`src/rtl/led_mode_ctrl_pkg.sv`:
```
// Shared LED mode encodings and default timing constants for the LED mode controller.
// Imported by the controller, its press classifier and any status display logic.
package led_mode_ctrl_pkg;

    typedef enum logic [1:0] {
        MODE_OFF        = 2'd0,
        MODE_ON         = 2'd1,
        MODE_BLINK_SLOW = 2'd2,
        MODE_BLINK_FAST = 2'd3
    } mode_e;

    localparam int DEF_SLOW_HALF  = 50;
    localparam int DEF_FAST_HALF  = 12;
    localparam int DEF_LONG_PRESS = 100;
    localparam int DEF_CNT_W      = 7;

    // Short-press advance order; the 2-bit encoding wraps BLINK_FAST back to OFF.
    function automatic mode_e next_mode(input mode_e m);
        return mode_e'(m + 2'd1);
    endfunction

endpackage

```
`src/rtl/led_mode_ctrl_press_classifier.sv`:
```
// Classifies debounced presses into short/long events; outputs are combinational 1-clk pulses
// valid on the edge that samples the release (short) or the LONG_PRESS-th high tick (long).
module led_mode_ctrl_press_classifier #(
    parameter int LONG_PRESS = 100,
    parameter int CNT_W      = 7
) (
    input  logic clk_100Hz,
    input  logic rst_n,
    input  logic pb_i,
    output logic short_evt_o,
    output logic long_evt_o
);

    localparam logic [CNT_W-1:0] HOLD_MAX = CNT_W'(LONG_PRESS);
    localparam logic [CNT_W-1:0] HOLD_CMP = CNT_W'(LONG_PRESS - 1);

    logic             pb_d_q;
    logic             armed_q;
    logic             long_flag_q, long_flag_d;
    logic             seen_rise_q, seen_rise_d;
    logic [CNT_W-1:0] hold_cnt_q, hold_cnt_d;
    logic             rise, fall;

    // armed_q blocks the artificial rise seen when pb is already high as reset releases.
    assign rise = pb_i & ~pb_d_q & armed_q;
    assign fall = ~pb_i & pb_d_q;

    assign long_evt_o  = pb_i && (hold_cnt_q == HOLD_CMP);
    assign short_evt_o = fall & ~long_flag_q & seen_rise_q;

    always_comb begin
        hold_cnt_d  = hold_cnt_q;
        long_flag_d = long_flag_q;
        seen_rise_d = seen_rise_q;
        if (!pb_i) begin
            hold_cnt_d = '0;
        end else if (hold_cnt_q != HOLD_MAX) begin
            hold_cnt_d = hold_cnt_q + 1'b1;
        end
        if (fall) begin
            long_flag_d = 1'b0;
            seen_rise_d = 1'b0;
        end else begin
            if (long_evt_o) long_flag_d = 1'b1;
            if (rise)       seen_rise_d = 1'b1;
        end
    end

    always_ff @(posedge clk_100Hz or negedge rst_n) begin
        if (!rst_n) begin
            pb_d_q      <= 1'b0;
            armed_q     <= 1'b0;
            long_flag_q <= 1'b0;
            seen_rise_q <= 1'b0;
            hold_cnt_q  <= '0;
        end else begin
            pb_d_q      <= pb_i;
            armed_q     <= 1'b1;
            long_flag_q <= long_flag_d;
            seen_rise_q <= seen_rise_d;
            hold_cnt_q  <= hold_cnt_d;
        end
    end

endmodule

```
`src/rtl/led_mode_ctrl.sv`:
```
// LED mode register and blinker driven by short/long press events from the classifier.
// Mode and LED are registered; mode changes one clk after release sampled, or at long-press tick.
module led_mode_ctrl
    import led_mode_ctrl_pkg::*;
#(
    parameter int SLOW_HALF  = DEF_SLOW_HALF,
    parameter int FAST_HALF  = DEF_FAST_HALF,
    parameter int LONG_PRESS = DEF_LONG_PRESS,
    parameter int CNT_W      = DEF_CNT_W
) (
    input  logic       clk_100Hz,
    input  logic       rst_n,
    input  logic       pb,
    output logic       led,
    output logic [1:0] mode
);

    localparam logic [CNT_W-1:0] SLOW_CMP = CNT_W'(SLOW_HALF - 1);
    localparam logic [CNT_W-1:0] FAST_CMP = CNT_W'(FAST_HALF - 1);

    mode_e            mode_q, mode_d;
    logic             led_q, led_d;
    logic [CNT_W-1:0] blink_cnt_q, blink_cnt_d;
    logic [CNT_W-1:0] half_cmp;
    logic             short_evt, long_evt;

    led_mode_ctrl_press_classifier #(
        .LONG_PRESS (LONG_PRESS),
        .CNT_W      (CNT_W)
    ) u_press_classifier (
        .clk_100Hz   (clk_100Hz),
        .rst_n       (rst_n),
        .pb_i        (pb),
        .short_evt_o (short_evt),
        .long_evt_o  (long_evt)
    );

    // LED logic keys off the next mode so a long press forcing OFF beats a blink toggle.
    always_comb begin
        mode_d      = mode_q;
        led_d       = led_q;
        blink_cnt_d = blink_cnt_q;
        half_cmp    = (mode_d == MODE_BLINK_SLOW) ? SLOW_CMP : FAST_CMP;
        if (long_evt) begin
            mode_d = MODE_OFF;
        end else if (short_evt) begin
            mode_d = next_mode(mode_q);
        end
        half_cmp = (mode_d == MODE_BLINK_SLOW) ? SLOW_CMP : FAST_CMP;
        case (mode_d)
            MODE_OFF: begin
                led_d       = 1'b0;
                blink_cnt_d = '0;
            end
            MODE_ON: begin
                led_d       = 1'b1;
                blink_cnt_d = '0;
            end
            default: begin
                if (mode_d != mode_q) begin
                    led_d       = 1'b1;
                    blink_cnt_d = '0;
                end else if (blink_cnt_q == half_cmp) begin
                    led_d       = ~led_q;
                    blink_cnt_d = '0;
                end else begin
                    blink_cnt_d = blink_cnt_q + 1'b1;
                end
            end
        endcase
    end

    always_ff @(posedge clk_100Hz or negedge rst_n) begin
        if (!rst_n) begin
            mode_q      <= MODE_OFF;
            led_q       <= 1'b0;
            blink_cnt_q <= '0;
        end else begin
            mode_q      <= mode_d;
            led_q       <= led_d;
            blink_cnt_q <= blink_cnt_d;
        end
    end

    assign led  = led_q;
    assign mode = mode_q;

endmodule
```
`config.mk`:
```
export PLATFORM = sky130hd
export DESIGN_NAME = led_mode_ctrl
export DESIGN_NICKNAME = d
export VERILOG_FILES = /design/src/rtl/led_mode_ctrl_pkg.sv /design/src/rtl/led_mode_ctrl_press_classifier.sv /design/src/rtl/led_mode_ctrl.sv
export SDC_FILE = /design/constraint.sdc
export NUM_CORES = 1
export LEC_CHECK = 0
export ABC_CLOCK_PERIOD_IN_PS = 3000
export CORE_MARGIN = 1.5
export CORE_UTILIZATION = 63
export CTS_BUF_LIST = sky130_fd_sc_hd__clkbuf_4 sky130_fd_sc_hd__clkbuf_8 sky130_fd_sc_hd__clkbuf_16
export CTS_CLUSTER_SIZE = 14
export DETAILED_ROUTE_END_ITERATION = 16
export DONT_BUFFER_PORTS = 1
export MAX_ROUTING_LAYER = met4
export PLACE_DENSITY = 0.75
export RECOVER_POWER = 25
export SYNTH_ARGS = -nofsm -noshare
export SYNTH_HDL_FRONTEND = slang
export SYNTH_SLANG_ARGS = --single-unit
export TNS_END_PERCENT = 5
```
`constraint.sdc`:
```
create_clock -name clk_100Hz -period 3 [get_ports clk_100Hz]
set_clock_uncertainty 0.2 [all_clocks]
set_input_delay 0.6 -clock clk_100Hz [delete_from_list [all_inputs] [get_ports clk_100Hz]]
set_output_delay 0.6 -clock clk_100Hz [all_outputs]
set_load 0.01 [all_outputs]
```
==> flow_metrics.py, run 1 <==
metrics = {
    "timing": {
        "slew_headroom_pct": 37.8,
        "rsz0062_at_grt": "false",
        "min_period_ps": 2170,
        "report.final.slew_viol_count": 0,
        "tightest_slew_ps": 930,
        "hold_viol_final": 0,
        "setup_viol": 0,
        "post-route-period-util_pct": 72.3,
        "hold_ws_ps": 103,
        "max_freq_mhz": 461,
        "fin_setup_tns_ps": 0,
    },
    "clock_network": {
        "htreeDepth": 1,
        "cts_setup_buffers": 0,
        "cts.clk_slew.worst_paths_ps": 120,
        "numCtsBuffers": 3,
        "clock_path_buffers": 2,
        "cts.sinks": 21,
        "root_buffer": "clkbuf_4",
        "insertion_delay_ps": 310,
        "cts_resized": 0,
        "ctsHoldBuffers": 1,
        "cts_tree": "yes",
    },
    "layout": {
        "final_util_pct": 71.8,
        "n_antenna_cell": 0,
        "fin_cells": 124,
        "final_cell_mix": "21 x dfrtp_1, 17 x nor2_1, 8 x inv_1, 6 x xnor2_1",
        "final_layout_size_suffix_gt1_share_pct": 7.41,
        "fin_nets": 115,
        "final_common_cell": "dfrtp_1",
        "area_growth_pct": 3.27,
        "fillCellCount": 115,
    },
    "floorplanning": {
        "die_w_um": 44.3,
        "die-area_mm2": 0.00196,
        "rows": 14,
        "initial_utilization_pct": 69.6,
        "io_pins": 6,
        "core_mm2": 0.00154,
        "die_h_um": 44.3,
    },
    "synthesis": {
        "syn_nets": 112,
        "synth.yosys.seq_area_share_pct": 49.0,
        "synth_cell_type_count": 33,
        "synthTopCellsByArea": "dfrtp_1 49%, nor2_1 6.0%, xnor2_1 4.9%",
        "synth_top_area_share_pct": 49.0,
        "synth.avg_cell_area_um2": 10.1,
        "synth_cells": 106,
        "ys_ff_latch": 21,
        "synth_top_area_cell": "dfrtp_1",
        "ys_warn_count": 0,
        "synth_area_mm2": 0.00107,
    },
    "drt": {
        "drc": 0,
        "wl_per_cell_um": 14.4,
        "drt_iter0_markers": 16,
        "drt_pass1_iterations": 4,
        "vias": 739,
        "wl_um": 1780,
        "antenna_left": 0,
        "via_per_inst": 5.96,
    },
    "placed_design": {
        "portBuffers": 0,
        "dp_cells": 119,
        "place_congestion": 0.854,
        "dp_hpwl_um": 1250,
    },
    "setup_path": {
        "endpoint_kind": "register",
        "start_kind": "register",
        "ff2ff_path_depth": 6,
        "path_class": "reg -> reg",
        "crit_fanout": 4,
        "arrival_ps": 2230,
        "critPathRequiredTime_ps": 3060,
    },
    "pwr": {
        "leakage_nw": 0.496,
        "peakVddDrop_uv": 558,
        "p_per_area_mw_per_mm2": 628,
        "power_w": 0.000696,
    },
    "grt": {
        "grt.total_usage_pct": 23.8,
        "overflow": 0,
        "grt_start_max_net_pins": 22,
        "grt_pass1_wl_um": 3210,
        "grt_pass1_vias": 772,
        "antenna_found_initial": 0,
    },
    "hold_path": {
        "hold_depth": 0,
        "hp-class": "in -> reg",
    },
    "run_status": {
        "status": "complete, no violations",
    },
    "run": {
        "maxCapViolCount": 0,
    },
}
==> power breakdown <==
group	switching, W	internal, W	leakage (nW)
clock	0.0000881	0.0000499	0.0177
sequential	0.0000649	0.000326	0.275
combinational	0.0000898	0.0000777	0.204
total	0.000243	0.000453	0.496
==> logic make-up (layout without fill, tap and decap cells) <==
group / after synthesis / in the layout / share of synthesized area [%]
multiplexers: 1 / 1 / 0.934
adder cells (fa/ha/maj): 3 / 3 / 3.50
AO/OA/AOI/OAI: 13 / 13 / 7.70
other: 1 / 1 / 0.350
buffers and inverters: 11 / 13 / 4.55
AND/OR/NAND/NOR: 46 / 46 / 25.8
flip-flops: 21 / 21 / 49.0
XOR/XNOR: 10 / 10 / 8.17
==> per-layer routing <==
metal	track usage, %	part of all wire (%)	vias to the layer above
met3	5.31	4.3	4
met5	-	0	-
li1	-	-	371
met2	33.8	46	18
met1	31.0	48	346
met4	13.9	1.6	0
==> critical path, stage by stage, from the launching register on <==
cell and delay [ps]:
dfrtp_1 430, or3b_2 530, nor4_1 280, o21a_1 210
nor2_1 60, o311a_1 340, nand2_1 60
==> cell type report <==
cell class                 instances  area [µm²]  share of cell area, %
timing repair buffer               1        10.0                  0.904
clock buffer                       3        22.5                   2.03
inverter                           8        30.0                   2.71
tap                               16        20.0                   1.81
multi-input combinational         74         494                   44.6
sequential                        21         526                   47.5
clock inverter                     1        5.00                  0.452
==> synth_stat cells <==
| cell type | number |
|---|---|
| and4bb_1 | 1 |
| a31oi_1 | 2 |
| nor4_1 | 1 |
| buf_6 | 1 |
| clkbuf_1 | 2 |
| xnor2_1 | 6 |
| nor2_1 | 17 |
| a21oi_1 | 3 |
| nand2_1 | 5 |
| nand4b_1 | 2 |
| and4bb_2 | 1 |
| nand4_1 | 3 |
| or4bb_1 | 1 |
| conb_1 | 1 |
| or3b_2 | 1 |
| or3_1 | 2 |
| ha_1 | 3 |
| a211o_1 | 1 |
| nor4_4 | 1 |
| nor3_1 | 1 |
| o21ai_0 | 4 |
| o21a_1 | 1 |
| inv_1 | 8 |
| and3_1 | 2 |
| o311a_1 | 1 |
| and4b_4 | 1 |
| xor2_1 | 4 |
| nand3_1 | 5 |
| mux2i_1 | 1 |
| o2bb2ai_1 | 1 |
| dfrtp_1 | 21 |
| and3_2 | 1 |
| nor4b_1 | 1 |
==> per-stage QoR <==
step	setup WS, ps	area, µm²
2_1_floorplan	966	1070
3_3_place_gp	868	1070
3_5_place_dp	784	1070
4_1_cts	859	1110
5_1_grt	641	1110
6_report	831	1110
==> worst paths after layout <==
check,slack [ps],end,start
worst max-delay path,830,led$_DFFE_PN0P_,blink_cnt_q[2]$_DFF_PN0_
worst min-delay path,100,u_press_classifier.pb_d_q$_DFF_PN0_,pb
worst max register to register,830,led$_DFFE_PN0P_,blink_cnt_q[2]$_DFF_PN0_
worst min register to register,280,blink_cnt_q[0]$_DFF_PN0_,blink_cnt_q[0]$_DFF_PN0_
max in group asynchronous,1370,u_press_classifier.hold_cnt_q[5]$_DFFE_PN0P_,rst_n
min in group asynchronous,660,mode[0]$_DFF_PN0_,rst_n
==> sequential cells by signal (all words and copies together) (netlist names) <==
signal                          flops
mode                                2
u_press_classifier.hold_cnt_q       7
blink_cnt_q                         7
u_press_classifier.seen_rise_q      1
u_press_classifier.long_flag_q      1
led                                 1
u_press_classifier.armed_q          1
u_press_classifier.pb_d_q           1
No activity file was read; power rests on OpenSTA's default activity.
==> run 2, diff against run 1 <==
Settings changed: ABC_CLOCK_PERIOD_IN_PS 3000 to 1900, CORE_UTILIZATION 63 to 54, PLACE_DENSITY 0.75 to 0.68.
Clock period 3 ns to 1.9 ns, I/O delays scaled along.
==> run 2 against run 1 <==
  * Global-route usage is 1.7 points lower
  * The run now ends with negative setup slack left
  * Largest cell class unchanged
  * Via count is 13% higher
  * Non-clock buffer count is 21 higher
  * Utilization is 0.18 points higher
  * Critical path depth stayed put
  * Worst hold slack worse by 72 ps
  * Final cell count is 24% higher
  * Critical endpoint unchanged
  * Clock-buffer cell count stayed put
==> flow_metrics.py, run 2 (synthesis results as in run 1) <==
metrics = {
    "run_status": {
        "status": "complete, but fails checks",
        "violations": "negative setup slack",
    },
    "timing": {
        "max_freq_mhz": 520,
        "min_period_ps": 1920,
        "hold_viol_final": 0,
        "tightest_slew_ps": 919,
        "slew_headroom_pct": 38.5,
        "rsz0062_at_grt": "true",
        "setup_viol": 1,
        "report.final.slew_viol_count": 0,
        "hold_ws_ps": 31.1,
        "fin_setup_tns_ps": -22.5,
        "post-route-period-util_pct": 101,
        "worst_slack_ps": -22.5,
    },
    "clock_network": {
        "cts_tree": "yes",
        "cts.clk_slew.worst_paths_ps": 120,
        "clock_path_buffers": 2,
        "insertion_delay_ps": 310,
        "root_buffer": "clkbuf_4",
        "cts.sinks": 21,
        "numCtsBuffers": 3,
        "htreeDepth": 1,
    },
    "layout": {
        "fin_nets": 136,
        "area_growth_pct": 21.0,
        "final_layout_size_suffix_gt1_share_pct": 23.3,
        "final_common_cell": "dfrtp_1",
        "final_cell_mix": "21 x dfrtp_1, 16 x nor2_1, 16 x buf_4, 8 x inv_1",
        "n_antenna_cell": 0,
    },
    "drt": {
        "wl_um": 2060,
        "drt_iter0_markers": 21,
        "via_per_inst": 5.43,
        "drc": 0,
        "drt_pass1_iterations": 4,
        "antenna_left": 0,
        "wl_per_cell_um": 13.4,
        "vias": 836,
    },
    "setup_path": {
        "r2r_setup_slack_ps": -20,
        "path_class": "reg -> reg",
        "worstReg2RegEnd": "led$_DFFE_PN0P_",
        "max_stage_delay_ps": 420,
        "crit_chain": "and4bb_2 -> xnor2_2 -> nor4_4 -> nor2_2 -> o311a_1 -> nand2_1",
        "endpoint_kind": "register",
        "ff2ff_path_depth": 6,
        "critPathRequiredTime_ps": 1960,
        "crit_fanout": 3,
        "timing.rr.start": "u_press_classifier.pb_d_q$_DFF_PN0_",
        "cpMaxStageDelayCell": "dfrtp_1",
        "start_kind": "register",
        "arrival_ps": 1980,
    },
    "pwr": {
        "leakage_nw": 0.602,
        "power_w": 0.00122,
        "p_per_area_mw_per_mm2": 939,
        "peakVddDrop_uv": 740,
    },
    "placed_design": {
        "dp_hpwl_um": 1530,
        "portBuffers": 0,
        "place_congestion": 0.886,
    },
    "grt": {
        "overflow": 0,
        "antenna_found_initial": 0,
        "grt.total_usage_pct": 22.0,
        "grt_pass1_vias": 788,
        "grt_pass1_wl_um": 3240,
        "grt_start_max_net_pins": 22,
    },
    "hold_path": {
        "hp-class": "in -> reg",
        "hold_depth": 2,
        "whs_endpoint": "u_press_classifier.long_flag_q$_DFFE_PN0P_",
        "holdCritStartpoint": "pb",
    },
    "run": {
        "maxCapViolCount": 0,
    },
    "floorplanning": {
        "die-area_mm2": 0.00226,
        "die_w_um": 47.6,
        "die_h_um": 47.6,
        "io_pins": 6,
        "initial_utilization_pct": 59.5,
        "rows": 15,
        "core_mm2": 0.00180,
    },
}
-- run 2: what timing repair did --
action | 4_1_cts | 5_1_grt
buffers inserted | 0 | 0
hold buffers | 2 | 0
pin swaps | 2 | 0
setup endpoints to repair | 8 | 8
endpoints found under the hold margin | 23 | 0
gates resized for setup | 3 | 2
-- run 2: worst max-delay path: cells and delay by family (launching register included) --
family	cells	cell delay, ps
DFF	1	420
xor gates and xnor gates	1	180
and+or+nand+nor	4	730
AOI/OAI and AO/OA	1	330
-- run 2: layout make-up --
cell class | instances | area, µm²
Clock inverter | 1 | 5.00
Tap cell | 25 | 31.3
Clock buffer | 3 | 22.5
Sequential cell | 21 | 526
Inverter | 8 | 30.0
Multi-Input combinational cell | 74 | 520
Timing Repair Buffer | 22 | 163
Fill cell | 153 | 504
-- run 2: where the power goes --
part           total, W  switching [W]  internal (W)
sequential     0.000583      0.0000690      0.000514
clock          0.000220       0.000141     0.0000787
combinational  0.000416       0.000208      0.000208
total           0.00122       0.000418      0.000801
-- run 2: metrics by stage --
step / std cells / setup slack (ps) / utilization (%) / cell area (µm²)
detailed placement: 148 / -36.7 / 68.8 / 1240
global placement: 148 / 16.0 / 68.8 / 1240
CTS: 154 / -21.1 / 72.4 / 1310
global route: 154 / -104 / 72.0 / 1300
finish: 154 / -22.5 / 72.0 / 1300
floorplan: 106 / 7.00 / - / 1080
-- run 2: worst max path at each step --
| stage | endpoint | slack (ps) | cells after the start | from |
|---|---|---|---|---|
| 2_1_floorplan | led$_DFFE_PN0P_ | 7 | 7 | u_press_classifier.hold_cnt_q[4]$_DFFE_PN0P_ |
| 3_3_place_gp | led$_DFFE_PN0P_ | 20 | 6 | pb |
| 3_5_place_dp | blink_cnt_q[1]$_DFF_PN0_ | -40 | 7 | u_press_classifier.pb_d_q$_DFF_PN0_ |
| 4_1_cts | led$_DFFE_PN0P_ | -20 | 5 | blink_cnt_q[4]$_DFF_PN0_ |
| 5_1_grt | led$_DFFE_PN0P_ | -100 | 6 | u_press_classifier.long_flag_q$_DFFE_PN0P_ |
| 6_report | led$_DFFE_PN0P_ | -20 | 6 | u_press_classifier.pb_d_q$_DFF_PN0_ |
-- run 2: routing by layer --
metal  GRT usage (%)  share of wire (%)  up-vias
met4            8.11                1.8        0
met2            37.6                 50       13
met3            3.40                2.7        5
met5               -                  0        -
met1            26.3                 45      405
li1                -                  -      413
